<file path="config.mk">
export PLATFORM = sky130hd
export DESIGN_NAME = gtrg_evt_reader
export DESIGN_NICKNAME = d
export VERILOG_FILES = /design/src/rtl/gtrg_rdr_pkg.sv /design/src/rtl/gtrg_rdr_tmo.sv /design/src/rtl/gtrg_evt_reader.sv
export SDC_FILE = /design/constraint.sdc
export NUM_CORES = 1
export LEC_CHECK = 0
export BUFFER_PORTS_ARGS = -buffer_cell sky130_fd_sc_hd__buf_4
export CAP_MARGIN = 20
export CORE_MARGIN = 4
export CORE_UTILIZATION = 25
export CTS_CLUSTER_SIZE = 24
export DETAILED_ROUTE_END_ITERATION = 6
export PLACE_DENSITY = 0.43
export SYNTH_ARGS = -nofsm -noshare
export SYNTH_HDL_FRONTEND = slang
export SYNTH_SLANG_ARGS = --single-unit
</file>
<file path="constraint.sdc">
create_clock -name clk_i -period 5.1 [get_ports clk_i]
set_input_delay 1.02 -clock clk_i [delete_from_list [all_inputs] [get_ports clk_i]]
set_output_delay 1.02 -clock clk_i [all_outputs]
set_load 0.02 [all_outputs]
</file>
<file path="src/rtl/gtrg_rdr_pkg.sv">
`default_nettype none
// ============================================================================
// gtrg_rdr_pkg : shared types and constants for the GTRG event reader. Rev 1.0
// ============================================================================
package gtrg_rdr_pkg;

  typedef enum logic [2:0] {
    ST_IDLE  = 3'd0,
    ST_WAIT  = 3'd1,
    ST_LATCH = 3'd2,
    ST_HDR   = 3'd3,
    ST_RDOUT = 3'd4,
    ST_TRL   = 3'd5
  } state_e;

  localparam logic [3:0] MRK_W0  = 4'h9;
  localparam logic [3:0] MRK_W1  = 4'hA;
  localparam logic [3:0] MRK_W2  = 4'hB;
  localparam logic [3:0] MRK_W3  = 4'hC;
  localparam logic [3:0] MRK_W4  = 4'hD;
  localparam logic [3:0] MRK_TRL = 4'hE;

  // DAVSOUT = {alct, lct_or[5:1], cfeb_mov[5:1], cfeb_dav[5:1], tmb}
  localparam int DAV_TMB      = 0;
  localparam int DAV_CFEB_LSB = 1;
  localparam int DAV_MOV_LSB  = 6;
  localparam int DAV_LCT_LSB  = 11;
  localparam int DAV_ALCT     = 16;

  // RDREQ/RDDONE = {alct, tmb, cfeb[5:1]}
  localparam int SRC_CFEB_LSB = 0;
  localparam int SRC_TMB      = 5;
  localparam int SRC_ALCT     = 6;
  localparam int N_SRC        = 7;

  localparam int TMO_W_DEF    = 12;

  function automatic logic [N_SRC-1:0] src_mask(input logic [16:0] dav);
    logic [N_SRC-1:0] m;
    m = '0;
    m[SRC_ALCT]                = dav[DAV_ALCT];
    m[SRC_TMB]                 = dav[DAV_TMB];
    m[SRC_CFEB_LSB +: 5]       = dav[DAV_CFEB_LSB +: 5];
    return m;
  endfunction

endpackage
`default_nettype wire

</file>
<file path="src/rtl/gtrg_rdr_tmo.sv">
`default_nettype none
// ============================================================================
// gtrg_rdr_tmo : clearable up counter with all-ones terminal count. Rev 1.0
// ============================================================================
module gtrg_rdr_tmo #(
  parameter int TMO_W = 12
) (
  input  logic clk_i,
  input  logic rst_b_i,
  input  logic clr_i,
  input  logic en_i,
  output logic tc_o
);

  logic [TMO_W-1:0] cnt_q;
  logic [TMO_W-1:0] cnt_d;

  always_comb begin
    cnt_d = cnt_q;
    if (clr_i) begin
      cnt_d = '0;
    end else if (en_i) begin
      cnt_d = cnt_q + 1'b1;
    end
  end

  always_ff @(posedge clk_i or negedge rst_b_i) begin
    if (!rst_b_i) begin
      cnt_q <= '0;
    end else begin
      cnt_q <= cnt_d;
    end
  end

  assign tc_o = &cnt_q;

endmodule
`default_nettype wire

</file>
<file path="src/rtl/gtrg_evt_reader.sv">
`default_nettype none
// ============================================================================
// gtrg_evt_reader : GTRG FIFO read side -> header, source readout, trailer.
// Optional DOUT parity output enabled by GTRG_EVT_READER_PARITY_EN.  Rev 1.0
// ============================================================================
module gtrg_evt_reader
  import gtrg_rdr_pkg::*;
#(
  parameter int TMO_W    = TMO_W_DEF,
  parameter int HDR_WAIT = 2
) (
  input  logic        clk_i,
  input  logic        rst_b_i,
  input  logic        l1arst_i,
  input  logic        empty_b_i,
  input  logic [16:0] davsout_i,
  input  logic [11:0] bxcount_i,
  input  logic [3:0]  cfebbx_i,
  output logic        pop_o,
  output logic [6:0]  rdreq_o,
  input  logic [6:0]  rddone_i,
  output logic [15:0] dout_o,
  output logic        dvalid_o,
  input  logic        ready_i,
  output logic        busy_o,
`ifdef GTRG_EVT_READER_PARITY_EN
  output logic        dpar_o,
`endif
  output logic        tmoerr_o
);

  localparam int WC = (HDR_WAIT > 1) ? $clog2(HDR_WAIT) : 1;

  state_e      state_q, state_d;
  logic [WC-1:0] wcnt_q, wcnt_d;
  logic [2:0]  idx_q, idx_d;
  logic [16:0] dav_q, dav_d;
  logic [11:0] bx_q, bx_d;
  logic [3:0]  cbx_q, cbx_d;
  logic [11:0] evt_hi_q, evt_hi_d;
  logic [6:0]  pend_q, pend_d;
  logic [6:0]  tomask_q, tomask_d;
  logic [15:0] dout_q, dout_d;
  logic        dvalid_q, dvalid_d;
  logic [23:0] evt_cnt_q, evt_cnt_d;

  logic        tmo_tc;
  logic        tmo_pulse;
  logic        accept;
  logic [2:0]  idx_nx;
  logic [15:0] hdr_nx;
  logic [6:0]  remain;

  gtrg_rdr_tmo #(
    .TMO_W (TMO_W)
  ) u_tmo (
    .clk_i   (clk_i),
    .rst_b_i (rst_b_i),
    .clr_i   (state_q != ST_RDOUT),
    .en_i    (1'b1),
    .tc_o    (tmo_tc)
  );

  assign accept = dvalid_q & ready_i;
  assign idx_nx = idx_q + 3'd1;
  assign remain = pend_q & ~rddone_i;

  // Header words 1..4 come from fields captured in LATCH, never from live inputs.
  always_comb begin
    hdr_nx = '0;
    case (idx_nx)
      3'd1:    hdr_nx = {MRK_W1, evt_hi_q};
      3'd2:    hdr_nx = {MRK_W2, bx_q};
      3'd3:    hdr_nx = {MRK_W3, cbx_q, dav_q[DAV_ALCT], dav_q[DAV_TMB],
                         dav_q[DAV_CFEB_LSB +: 5], 1'b0};
      default: hdr_nx = {MRK_W4, 1'b0, dav_q[DAV_LCT_LSB +: 5],
                         dav_q[DAV_MOV_LSB +: 5], 1'b0};
    endcase
  end

  always_comb begin
    state_d   = state_q;
    wcnt_d    = wcnt_q;
    idx_d     = idx_q;
    dav_d     = dav_q;
    bx_d      = bx_q;
    cbx_d     = cbx_q;
    evt_hi_d  = evt_hi_q;
    pend_d    = pend_q;
    tomask_d  = tomask_q;
    dout_d    = dout_q;
    dvalid_d  = dvalid_q;
    evt_cnt_d = evt_cnt_q;
    tmo_pulse = 1'b0;

    case (state_q)
      ST_IDLE: begin
        if (empty_b_i) begin
          state_d = ST_WAIT;
          wcnt_d  = WC'(HDR_WAIT - 1);
        end
      end
      ST_WAIT: begin
        if (wcnt_q == '0) begin
          state_d = ST_LATCH;
        end else begin
          wcnt_d = wcnt_q - 1'b1;
        end
      end
      ST_LATCH: begin
        dav_d    = davsout_i;
        bx_d     = bxcount_i;
        cbx_d    = cfebbx_i;
        evt_hi_d = evt_cnt_q[23:12];
        tomask_d = '0;
        idx_d    = '0;
        dout_d   = {MRK_W0, evt_cnt_q[11:0]};
        dvalid_d = 1'b1;
        state_d  = ST_HDR;
      end
      ST_HDR: begin
        if (accept) begin
          if (idx_q == 3'd4) begin
            dvalid_d = 1'b0;
            pend_d   = src_mask(dav_q);
            state_d  = ST_RDOUT;
          end else begin
            idx_d  = idx_nx;
            dout_d = hdr_nx;
          end
        end
      end
      ST_RDOUT: begin
        // A done pulse in the terminal-count cycle still clears its bit.
        pend_d = remain;
        if (remain == '0) begin
          dout_d   = {MRK_TRL, 5'b0, tomask_q};
          dvalid_d = 1'b1;
          state_d  = ST_TRL;
        end else if (tmo_tc) begin
          tmo_pulse = 1'b1;
          tomask_d  = remain;
          pend_d    = '0;
          dout_d    = {MRK_TRL, 5'b0, remain};
          dvalid_d  = 1'b1;
          state_d   = ST_TRL;
        end
      end
      ST_TRL: begin
        if (accept) begin
          dvalid_d  = 1'b0;
          evt_cnt_d = evt_cnt_q + 24'd1;
          state_d   = ST_IDLE;
        end
      end
      default: begin
        state_d  = ST_IDLE;
        dvalid_d = 1'b0;
      end
    endcase

    if (l1arst_i) begin
      evt_cnt_d = '0;
    end
  end

  always_ff @(posedge clk_i or negedge rst_b_i) begin
    if (!rst_b_i) begin
      state_q   <= ST_IDLE;
      wcnt_q    <= '0;
      idx_q     <= '0;
      dav_q     <= '0;
      bx_q      <= '0;
      cbx_q     <= '0;
      evt_hi_q  <= '0;
      pend_q    <= '0;
      tomask_q  <= '0;
      dout_q    <= '0;
      dvalid_q  <= 1'b0;
      evt_cnt_q <= '0;
    end else begin
      state_q   <= state_d;
      wcnt_q    <= wcnt_d;
      idx_q     <= idx_d;
      dav_q     <= dav_d;
      bx_q      <= bx_d;
      cbx_q     <= cbx_d;
      evt_hi_q  <= evt_hi_d;
      pend_q    <= pend_d;
      tomask_q  <= tomask_d;
      dout_q    <= dout_d;
      dvalid_q  <= dvalid_d;
      evt_cnt_q <= evt_cnt_d;
    end
  end

`ifdef GTRG_EVT_READER_PARITY_EN
  logic dpar_q;

  always_ff @(posedge clk_i or negedge rst_b_i) begin
    if (!rst_b_i) begin
      dpar_q <= 1'b0;
    end else begin
      dpar_q <= ^dout_d;
    end
  end

  assign dpar_o = dpar_q;
`endif

  assign pop_o    = (state_q == ST_LATCH);
  assign rdreq_o  = (state_q == ST_RDOUT) ? pend_q : 7'd0;
  assign dout_o   = dout_q;
  assign dvalid_o = dvalid_q;
  assign busy_o   = (state_q != ST_IDLE);
  assign tmoerr_o = tmo_pulse;

endmodule
`default_nettype wire
</file>
* After elaboration in Yosys (flattened, before gate mapping)
Cells that the tools add are included.
** Operators by class
- Add/sub/neg operators :: 4
- Bitwise logic cells :: 4
- Equality and inequality tests :: 19
- Multiplexer cells :: 42
- Reduce and logical (&&, ||, !) cells :: 20
** Operators by type and width (count)
- 2-to-1 mux 24 bit :: 3
- 2-to-1 mux 16 bit :: 4
- 2-to-1 mux 7 bit :: 7
- one-hot mux 16 bit (3 select lines) :: 1
- one-hot mux 15 bit (3 select lines) :: 1
- one-hot mux 7 bit (2 select lines) :: 2
- 2-to-1 mux 3 bit :: 9
- adder 24 x 1 -> 24 bit (second input constant) :: 1
- one-hot mux 3 bit (6 select lines) :: 1
- != test 2 bit (second input constant) :: 8
- adder 12 x 1 -> 12 bit (second input constant) :: 1
- equality test 3 x 2 -> 1 bit (second input constant) :: 4
- 2-to-1 mux 12 bit :: 1
- AND reduction 12 bit :: 1
- nonzero test 2 bit :: 6
- 2-to-1 mux 1 bit :: 10
- equality test 3 bit (second input constant) :: 3
- AND reduction 3 bit :: 3
- bitwise AND 7 bit :: 1
- logical NOT 7 bit :: 1
- inverter 7 bit :: 1
- equality test 3 x 1 -> 1 bit (second input constant) :: 2
- != test 3 bit (second input constant) :: 2
- one-hot mux 3 bit (2 select lines) :: 1
- other kinds (13) :: 15
** Storage, ports and cells
- Output and inout port bits :: 27
- Bits in registers :: 119
- Logic and storage cells :: 102

* Depth between registers and ports, before layout
- Depth after elaboration :: 6
- Gate-level depth with buffers :: 10
- Gate-level depth less buffers :: 7

* By module
Synthesis repeated with hierarchy kept, for this count alone.
** Unflattened totals
- Cell total of the unflattened synthesis :: 662
- Area, all modules :: 6027.0 um2
** By module, submodules not included
- gtrg_evt_reader :: times used 1, area each 5408.9 um2, cells an instance 599
- gtrg_rdr_tmo :: times used 1, area each 618.1 um2, cells an instance 63

* Worst setup path after synthesis
OpenSTA, ideal clock, no wires.
- Path kind :: input-to-output
- From :: in rddone_i[5]
- To :: out tmoerr_o
- Data required time :: 4080 ps
- Setup slack :: 2138 ps
- Buffers on the path :: 1
- Arrival time :: 1942 ps
- Stages :: 4
- Path through :: nand2b_1 and3_1 buf_1 a211oi_4
** On the way
- Word-level cells in the longest chain between the ends :: 5
** Ends and longest elaborated chain
- start, declared :: RTL line gtrg_evt_reader.sv:21 : input logic [6:0] rddone_i,
- inverter 7 bit :: RTL line gtrg_evt_reader.sv:66 : assign remain = pend_q & ~rddone_i;
- bitwise AND 7 bit :: RTL line gtrg_evt_reader.sv:66
- logical NOT 7 bit :: RTL line gtrg_evt_reader.sv:136 : if (remain == '0) begin
- 2-to-1 mux 1 bit :: RTL line gtrg_evt_reader.sv:136
- 2-to-1 mux 1 bit :: RTL line gtrg_evt_reader.sv:96 : case (state_q)
- end, declared :: RTL line gtrg_evt_reader.sv:29 : output logic tmoerr_o
No other way between the ends.

* Worst setup path after layout
- From :: reg state_q[2]
- To :: out tmoerr_o
** On the way
- Word-level cells in the longest chain between the ends :: 2
** Ends and longest elaborated chain
- start, declared :: RTL line gtrg_evt_reader.sv:34 : state_e state_q, state_d;
- start signal, assigned :: RTL line gtrg_evt_reader.sv:182 : state_q <= state_d;
- equality test 3 bit :: RTL line gtrg_evt_reader.sv:96
- 2-to-1 mux 1 bit :: RTL line gtrg_evt_reader.sv:96
No other way between the ends.

==> results.ini <==
[detailed_routing]
wl_met3_um=722
ant_nets=0
vias_per_cell=4.808
drt-initial-drc-count=360
firstDrtPassIters=5
drc_errors=0
drt_wl_total_mm=17.19
vias=4544
route.met2.wl_mm=8.516
post_drt_wl_per_cell_um=18.19
top_layer=met4
wl_met1_mm=7.800

[global_route]
grt_pass1_vias=4696
grt_start_max_net_pins=51
antenna_found_initial=0
grt_util_all_layers_pct=13.52
grt_first_pass_wirelength_mm=27.24
grt_overflow_total=0

[synthesis]
synth_seq_cells=119
yosys_warnings=0
syn-instance-count=547
synthArstFlopShare_pct=100.0
synth_edf_count=0
synth.avg_cell_area_um2=10.91
syn_area_um2=5969
yosysUniqueCellTypes=55
ys_seq_area_share_pct=49.88
synth_ff_type=dfrtp_1
synth_nets=598

[finish]
finish.instance_area_um2=7368
n_fill_cell=2401
nets=664
seq_area_um2=2978
synthToLayoutAreaGrowth_pct=23.43
final_common_cell=dfrtp_1
antenna_cells=0
layout-drive-gt1-share_pct=28.27
most-common-layout-cells=dfrtp_1, buf_4, mux2_2, nor2_1, o21ai_0
multiInputGateArea_um2=2819

[sta]
setup_viol=0
tightest_slew_ns=0.7151
period_share_pct=68.98
hold_viol_final=0
fmax_mhz=284.3
fin_skew_ns=0.008007
slew_headroom_pct=51.70
slew_viol_final=0
rsz0062_at_grt=no
period_minus_slack_ns=3.518
fin_tns_setup_ns=0

[min_path]
hp-class=reg2reg
min_from=dout_o[15]
hold_path_depth=1
min_to=dout_o[15]

[cts]
clockRootBuffer=clkbuf_16
clock_latency_ns=0.42
cts_tree=built
postCtsSetupBuffers=0
cts_max_path_buffers=2
clock_tree.htree_level_count=4
cts_resized=0
holdBufCountCts=0
clkSlewWorstSetupHoldPaths_ns=0.05
cts_buffers=17
cts_sinks=119

[floorplan]
start_util_pct=25.43
core_um2=23470
die_x_um=162.5
die_h_um=162.5
rows=56
dieArea_um2=26410
ios=72

[placement]
placed_area_um2=6815
hpwl_mm=12.41
io_buffers=71
routabilityCongestion=0.8232

[setup_path]
cp.required_ns=4.08
reg2regPathDepth=7
arrival_ns=2.50
rrSetupSlack_ns=2.23
criticalPathCategory=reg2out
end_kind=output pin
critPathLaunchType=register
cp_max_fo=24
r2r_end=dout_o[5]
r2r_start=idx_q[0]

[pwr]
p_leak_nw=3.130
irDropWorstVdd_mv=0.2180
pwr_density_cell_nw_per_um2=535.6

[flow_run]
max-cap-violations=0

[status]
outcome=finished clean

## metal layers
metal	vias to the layer above	global-route usage (%)
met3	11	3.442
met1	2301	17.80
met5	-	0
met2	120	22.45
met4	0	3.114
li1	2112	-
## per-stage QoR
stage | setup WS, ns | util [%] | hold WS [ns] | total power (W) | cells
after floorplan | 2.138 | - | 0.4551 | 0.002333 | 547
after global placement | 1.877 | 29.04 | 0.4528 | 0.002822 | 913
after detailed placement | 1.863 | 29.04 | 0.4611 | 0.002835 | 913
after CTS | 1.574 | 31.39 | 0.4727 | 0.003987 | 945
after global routing | 1.429 | 31.39 | 0.5072 | 0.004175 | 945
final | 1.582 | 31.39 | 0.4733 | 0.003947 | 945
## logic make-up after synthesis
family	synth area share, %
AOI/OAI and AO/OA	11.86
xor gates and xnor gates	4.695
DFF	49.88
muxes	12.68
adders and majority gates	1.258
and+or+nand+nor	16.60
buffers and inverters	3.018
## how the worst max path moves through the flow
stage	startpoint	endpoint	slack [ns]	cells past startpoint
2_1_floorplan	rddone_i[5]	tmoerr_o	2.14	4
5_1_grt	state_q[2]	tmoerr_o	1.43	3
4_1_cts	state_q[2]	tmoerr_o	1.57	3
3_3_place_gp	rddone_i[6]	tmoerr_o	1.88	5
6_report	state_q[2]	tmoerr_o	1.58	3
3_5_place_dp	rddone_i[6]	tmoerr_o	1.86	5
## critical path, cell delays in order, from the launching register on
cell and delay [ns]:
dfrtp_1 0.72, or3b_2 0.78, a211oi_4 0.37, buf_4 0.21
## layout make-up
class | count | share of cell area [%]
Sequential cell | 119 | 40.41
Multi-Input combinational cell | 386 | 38.26
Timing Repair Buffer | 76 | 7.743
Clock buffer | 23 | 6.487
Tap cell | 319 | 5.417
Clock inverter | 9 | 1.019
Inverter | 13 | 0.6623
## synthesized netlist by cell type, drive strengths merged, types with 6 or more instances
| cell | instances | share of area (%) |
|---|---|---|
| a22oi | 6 | 0.75 |
| dfrtp | 119 | 50 |
| nand2 | 23 | 1.4 |
| o21ai | 27 | 2.3 |
| nand2b | 12 | 1.3 |
| a21oi | 20 | 1.9 |
| xor2 | 12 | 1.8 |
| and2 | 13 | 1.4 |
| nor2 | 50 | 3.3 |
| a22o | 9 | 1.3 |
| buf | 20 | 1.6 |
| a222oi | 7 | 1.2 |
| nand4 | 13 | 1.4 |
| inv | 13 | 0.82 |
| xnor2 | 20 | 2.9 |
| clkbuf | 9 | 0.57 |
| ha | 6 | 1.3 |
| mux2 | 62 | 12 |
| nand3 | 27 | 2.7 |
| nor3 | 12 | 1.0 |
| and3 | 8 | 0.84 |
## state kept, by name (all words and copies together) (netlist names)
name	flops
idx_q	3
state_q	3
wcnt_q	1
dvalid_o	1
pend_q	7
evt_hi_q	12
bx_q	12
u_tmo.cnt_q	12
dav_q	17
tomask_q	7
evt_cnt_q	24
dout_o	16
cbx_q	4
## report_power, final
group | total, W | internal, W | switching [W] | leakage, nW
logic | 0.00142 | 0.000615 | 0.000806 | 1.31
clock network | 0.00113 | 0.000702 | 0.000431 | 0.272
registers | 0.00139 | 0.00118 | 0.000213 | 1.55
Power figures use the tool's default switching activity.
